===== src/rtl/parking_pkg.sv =====
// Constants and small helpers shared by the parking-system blocks.
// Counter sub-modules and tops import this instead of repeating literals.
package parking_pkg;

  localparam int PARK_MAX_ZONES     = 16;
  localparam int PARK_ZONE_IDX_W    = 4;
  localparam int PARK_DEFAULT_CAP   = 15;
  localparam int PARK_ALMOST_MARGIN = 2;

  // What happened in one zone during one clock, after edge detection.
  typedef enum logic [1:0] {
    EV_NONE  = 2'b00,
    EV_ENTRY = 2'b01,
    EV_EXIT  = 2'b10,
    EV_BOTH  = 2'b11
  } zone_event_e;

  function automatic zone_event_e classify_event(input logic entry_ev,
                                                 input logic exit_ev);
    zone_event_e ev;
    ev = EV_NONE;
    if (entry_ev && exit_ev) begin
      ev = EV_BOTH;
    end else if (entry_ev) begin
      ev = EV_ENTRY;
    end else if (exit_ev) begin
      ev = EV_EXIT;
    end
    return ev;
  endfunction

endpackage


===== src/rtl/zone_counter.sv =====
// One parking zone: sensor edge detection, occupancy count, capacity register
// and the derived availability / full flags.
module zone_counter
  import parking_pkg::*;
#(
  parameter int CNT_W         = 6,
  parameter int DEFAULT_CAP   = PARK_DEFAULT_CAP,
  parameter int ALMOST_MARGIN = PARK_ALMOST_MARGIN
) (
  input  logic             clk,
  input  logic             reset,
  input  logic             entry_passed,
  input  logic             exit_passed,
  input  logic             cap_wr_en,
  input  logic [CNT_W-1:0] cap_wr_data,
  output logic [CNT_W-1:0] count,
  output logic [CNT_W-1:0] available,
  output logic             full,
  output logic             almost_full,
  output logic             entry_reject,
  output logic             exit_reject
);

  logic [CNT_W-1:0] count_q, count_d;
  logic [CNT_W-1:0] cap_q, cap_d;
  logic             entry_prev_q, entry_prev_d;
  logic             exit_prev_q, exit_prev_d;
  logic             armed_q, armed_d;
  logic             entry_rej_q, entry_rej_d;
  logic             exit_rej_q, exit_rej_d;

  logic             entry_ev;
  logic             exit_ev;
  logic             full_now;
  zone_event_e      zone_ev;

  // armed_q stays low for the first edge after reset so a sensor that is
  // already high only gets its level recorded, never counted.
  always_comb begin
    entry_ev = armed_q & entry_passed & ~entry_prev_q;
    exit_ev  = armed_q & exit_passed  & ~exit_prev_q;
    zone_ev  = classify_event(entry_ev, exit_ev);
    full_now = (count_q >= cap_q);

    count_d      = count_q;
    entry_rej_d  = 1'b0;
    exit_rej_d   = 1'b0;
    entry_prev_d = entry_passed;
    exit_prev_d  = exit_passed;
    armed_d      = 1'b1;
    cap_d        = cap_wr_en ? cap_wr_data : cap_q;

    // Events are judged against cap_q, i.e. the capacity before any write
    // landing on this same edge.
    unique case (zone_ev)
      EV_ENTRY: begin
        if (!full_now) begin
          count_d = count_q + CNT_W'(1);
        end else begin
          entry_rej_d = 1'b1;
        end
      end
      EV_EXIT: begin
        if (count_q != '0) begin
          count_d = count_q - CNT_W'(1);
        end else begin
          exit_rej_d = 1'b1;
        end
      end
      EV_BOTH: count_d = count_q;
      EV_NONE: count_d = count_q;
      default: count_d = count_q;
    endcase
  end

  always_ff @(posedge clk) begin
    if (!reset) begin
      count_q      <= '0;
      cap_q        <= CNT_W'(DEFAULT_CAP);
      entry_prev_q <= 1'b0;
      exit_prev_q  <= 1'b0;
      armed_q      <= 1'b0;
      entry_rej_q  <= 1'b0;
      exit_rej_q   <= 1'b0;
    end else begin
      count_q      <= count_d;
      cap_q        <= cap_d;
      entry_prev_q <= entry_prev_d;
      exit_prev_q  <= exit_prev_d;
      armed_q      <= armed_d;
      entry_rej_q  <= entry_rej_d;
      exit_rej_q   <= exit_rej_d;
    end
  end

  // A capacity lowered below the current count clamps availability at 0.
  always_comb begin
    count        = count_q;
    full         = (count_q >= cap_q);
    available    = full ? '0 : (cap_q - count_q);
    almost_full  = (32'(available) <= ALMOST_MARGIN);
    entry_reject = entry_rej_q;
    exit_reject  = exit_rej_q;
  end

endmodule


===== src/rtl/multi_zone_counter.sv =====
// Occupancy counter for NUM_ZONES independent parking zones, with the
// lot-wide total and a "first zone with space" hint for guidance signs.
module multi_zone_counter
  import parking_pkg::*;
#(
  parameter int NUM_ZONES     = 4,
  parameter int CNT_W         = 6,
  parameter int DEFAULT_CAP   = PARK_DEFAULT_CAP,
  parameter int ALMOST_MARGIN = PARK_ALMOST_MARGIN
) (
  input  logic                         clk,
  input  logic                         reset,
  input  logic [NUM_ZONES-1:0]         entry_passed,
  input  logic [NUM_ZONES-1:0]         exit_passed,
  input  logic                         cap_wr_en,
  input  logic [PARK_ZONE_IDX_W-1:0]   cap_wr_zone,
  input  logic [CNT_W-1:0]             cap_wr_data,
  output logic [NUM_ZONES*CNT_W-1:0]   zone_count,
  output logic [NUM_ZONES*CNT_W-1:0]   zone_available,
  output logic [NUM_ZONES-1:0]         zone_full,
  output logic [NUM_ZONES-1:0]         zone_almost_full,
  output logic [NUM_ZONES-1:0]         entry_reject,
  output logic [NUM_ZONES-1:0]         exit_reject,
  output logic [CNT_W+3:0]             total_count,
  output logic [PARK_ZONE_IDX_W-1:0]   hint_zone,
  output logic                         hint_valid
);

  // Zone indices at or above NUM_ZONES never match a generated zone, so
  // such writes fall on the floor.
  for (genvar z = 0; z < NUM_ZONES; z++) begin : g_zone
    logic wr_hit;
    assign wr_hit = cap_wr_en && (cap_wr_zone == PARK_ZONE_IDX_W'(z));

    zone_counter #(
      .CNT_W        (CNT_W),
      .DEFAULT_CAP  (DEFAULT_CAP),
      .ALMOST_MARGIN(ALMOST_MARGIN)
    ) u_zone (
      .clk         (clk),
      .reset       (reset),
      .entry_passed(entry_passed[z]),
      .exit_passed (exit_passed[z]),
      .cap_wr_en   (wr_hit),
      .cap_wr_data (cap_wr_data),
      .count       (zone_count[z*CNT_W +: CNT_W]),
      .available   (zone_available[z*CNT_W +: CNT_W]),
      .full        (zone_full[z]),
      .almost_full (zone_almost_full[z]),
      .entry_reject(entry_reject[z]),
      .exit_reject (exit_reject[z])
    );
  end

  always_comb begin
    total_count = '0;
    for (int z = 0; z < NUM_ZONES; z++) begin
      total_count = total_count + (CNT_W+4)'(zone_count[z*CNT_W +: CNT_W]);
    end
  end

  // Scan from the top down so the lowest-index non-full zone wins.
  always_comb begin
    hint_zone  = '0;
    hint_valid = 1'b0;
    for (int z = NUM_ZONES - 1; z >= 0; z--) begin
      if (!zone_full[z]) begin
        hint_zone  = PARK_ZONE_IDX_W'(z);
        hint_valid = 1'b1;
      end
    end
  end

endmodule


===== config.mk =====
export PLATFORM = sky130hd
export DESIGN_NAME = multi_zone_counter
export DESIGN_NICKNAME = d
export VERILOG_FILES = /design/src/rtl/parking_pkg.sv /design/src/rtl/zone_counter.sv /design/src/rtl/multi_zone_counter.sv
export SDC_FILE = /design/constraint.sdc
export NUM_CORES = 1
export LEC_CHECK = 0
export CORE_ASPECT_RATIO = 1.2
export CORE_MARGIN = 4
export CORE_UTILIZATION = 58
export CTS_BUF_LIST = sky130_fd_sc_hd__clkbuf_16
export DETAILED_ROUTE_END_ITERATION = 7
export PLACE_DENSITY = 0.84
export SYNTH_ARGS = -nofsm -noshare
export SYNTH_HDL_FRONTEND = slang
export SYNTH_SLANG_ARGS = --single-unit

===== constraint.sdc =====
create_clock -name clk -period 5.3 [get_ports clk]
set_input_delay 0.795 -clock clk [delete_from_list [all_inputs] [get_ports clk]]
set_output_delay 0.795 -clock clk [all_outputs]
set_load 0.005 [all_outputs]

==> results.cfg <==
[route]
wl_met3_um = 1040
drc_errors = 0
wire_per_inst_um = 16.9
avgViaCountPerCell = 5.79
drtIter0Drc = 213
wl_met2_um = 6980
routedLengthMet1_um = 5600
vias = 4865
drtAntennaViolNets = 0
drt_wl_total_um = 14200
firstDrtPassIters = 5
maxUsedRoutingLayer = met4

[worst_setup_path]
cp.required_ns = 4.51
crit_slowest_cell = fa_1
start_kind = register
critPathMaxFanout = 5
cp_data_arrival_time_ns = 3.83
crit_type = reg2out
crit_path_frequent_cell = fa_1
worstSetupEndpointType = output pin
crit_chain = inv_1 > fa_1 > inv_1 > fa_1 > ha_1 > fa_1 > a21o_1 > a21oi_1 > nor2b_1 > o21ai_0 > nand2b_1 > clkdlybuf4s50_1
max_stage_delay_ns = 0.57
r2r-start = g_zone[2].u_zone.armed_q
worstSetupStartpoint = g_zone[0].u_zone.count[1]

[grt]
grt_pass1_wl_um = 23000
track_usage = 0.271
overflow = 0
grt_max_degree = 39
antenna_found_initial = 0
grt_pass1_vias = 4868

[die]
core_area_mm2 = 0.00903
io_pins = 100
start_util = 0.592
dieArea_mm2 = 0.0108
die_y_um = 113
row_count = 38
fp.dieW_um = 95.7

[clocking]
post_cts_resize_count = 0
cts.sinks = 65
cts_tree = built
clockBufferDepth = 2
worstSkewPairLatency_ns = 0.33
root_buffer = clkbuf_16
clk_pin_slew_ns = 0.06
ctsHoldBuffers = 0
cts_buffers = 9
cts.htree.levels = 3
post_cts_buffers = 0

[synthesis]
async_reset_ff_frac = 0
synth_edf_count = 0
synth.yosys.seq_area_share = 0.243
synth_flop_cell = dfxtp_1
netlist_instances = 639
synth_seq_cells = 65
synthDistinctLibCells = 56
yosys_warnings = 0
synthTopCellsByArea = dfxtp_1 24%, ha_1 13%, fa_1 7.5%
syn_area_per_cell_um2 = 8.37
synth_top_area_share = 0.243
synth_top_cell_by_area = dfxtp_1
syn_area_mm2 = 0.00535

[timing]
final_hold_viol_count = 0
max_freq_ghz = 0.216
finClkSkew_ns = 0.00374
rsz0062_at_grt = no
finalSetupViolCount = 0
maxSlewViolCount = 0
setup_tns_ns = 0
fin_crit_sh = 0.873
worst_pin_slew_ns = 1.13
min_period_ns = 4.63
relSlewSlack = 0.244

[cells_and_area]
final_cell_mix = 95 x clkdlybuf4s50_1, 71 x inv_1, 65 x dfxtp_1
layout_commonest_cell = clkdlybuf4s50_1
drive_gt1_frac = 0.0389
area_growth_pct = 22.4
fin_nets = 811
n_antenna_cell = 0
final_cells = 840

[placement]
gp_congestion = 0.882
port_buffers = 95
dp_hpwl_um = 10700
placed_cells = 824

[run_status]
status = complete, no violations

[power]
power.density_mw_per_mm2 = 280
ir_drop_uv = 193
leakage_nw = 2.94

[job]
max_cap_viol_count = 0

[min_path]
holdCritStartpoint = g_zone[0].u_zone.count[5]
hold_class = reg2reg
==> state kept, by name, summed over array words and instances (netlist names) <==
name and cells:
g_zone.u_zone.exit_prev_q 4, g_zone.u_zone.count 24, g_zone.u_zone.armed_q 1, g_zone.u_zone.cap_q 24, g_zone.u_zone.entry_reject 4, g_zone.u_zone.exit_reject 4
g_zone.u_zone.entry_prev_q 4
==> metal layers <==
metal  track usage  vias to the layer above
met5             0                        -
met4         0.137                        0
met3        0.0539                       49
met2         0.465                      192
met1         0.316                     2276
li1              -                     2348
==> final cells by class <==
type | instances | area (µm²)
clock buffer | 9 | 225
tap | 120 | 150
sequential | 65 | 1300
inverter | 71 | 267
timing repair buffer | 96 | 958
multi-input combinational | 472 | 3570
fill | 666 | 2490
clock inverter | 7 | 71.3
==> cells in the mapped netlist, types with 4 or more instances <==
library cell and count:
fa_1 20, nand2b_1 5, or2_2 6, a21oi_1 27, buf_4 21, nand4_1 6
a211oi_1 18, ha_1 55, o21ai_0 15, xnor2_1 15, and2_1 13, a211o_1 5
clkbuf_1 9, a21o_1 13, a31oi_1 6, mux2i_1 37, nor2_1 60, o21a_1 13
and3_1 12, nand3_1 6, nor3_1 22, inv_1 71, nand2_1 47, o211ai_1 4
xor2_1 7, dfxtp_1 65, nor2b_1 15
==> where the power goes <==
| group | total, W | internal [W] | leakage [nW] | switching (W) |
|---|---|---|---|---|
| logic | 0.000687 | 0.000357 | 2.28 | 0.000329 |
| clock network | 0.000593 | 0.000363 | 0.137 | 0.000230 |
| registers | 0.000552 | 0.000515 | 0.530 | 0.0000375 |
==> worst paths after layout <==
path / slack, ns / depth (start not counted) / to
worst min-delay path: 0.48 / 2 / g_zone[0].u_zone.count[5]
worst min register to register: 0.48 / 2 / g_zone[0].u_zone.count[5]
worst max-delay path: 0.67 / 12 / total_count[7]
worst max register to register: 2.25 / 10 / g_zone[0].u_zone.count[5]
==> per-stage QoR <==
step	util	hold WS [ns]	total power, W	setup WS [ns]	cell area, µm²
after global routing	0.725	0.521	0.00194	0.488	6550
after global placement	0.692	0.462	0.00121	1.22	6250
after detailed placement	0.692	0.473	0.00124	1.05	6250
after floorplan	-	0.445	0.000937	1.73	5360
final	0.725	0.481	0.00183	0.671	6550
after CTS	0.725	0.484	0.00184	0.653	6550
==> cells by family (layout without fill, tap and decap cells) <==
| logic type | count (synthesis) | after routing | synth area share |
|---|---|---|---|
| buffers and inverters | 105 | 183 | 0.0905 |
| DFF | 65 | 65 | 0.243 |
| adders and majority gates | 75 | 75 | 0.204 |
| xor gates and xnor gates | 22 | 22 | 0.0360 |
| other | 1 | 4 | 0.000701 |
| AOI/OAI and AO/OA | 124 | 124 | 0.159 |
| muxes | 37 | 37 | 0.0693 |
| and+or+nand+nor | 210 | 210 | 0.197 |
==> critical path: cells and delay by family, from the launching register on <==
| kind | cells | cell delay [ns] |
|---|---|---|
| simple gates | 2 | 0.14 |
| buf+inv | 3 | 0.67 |
| flops | 1 | 0.39 |
| fa+ha+maj | 4 | 1.70 |
| compound gates | 3 | 0.58 |
(Power assumes the default switching activity.)
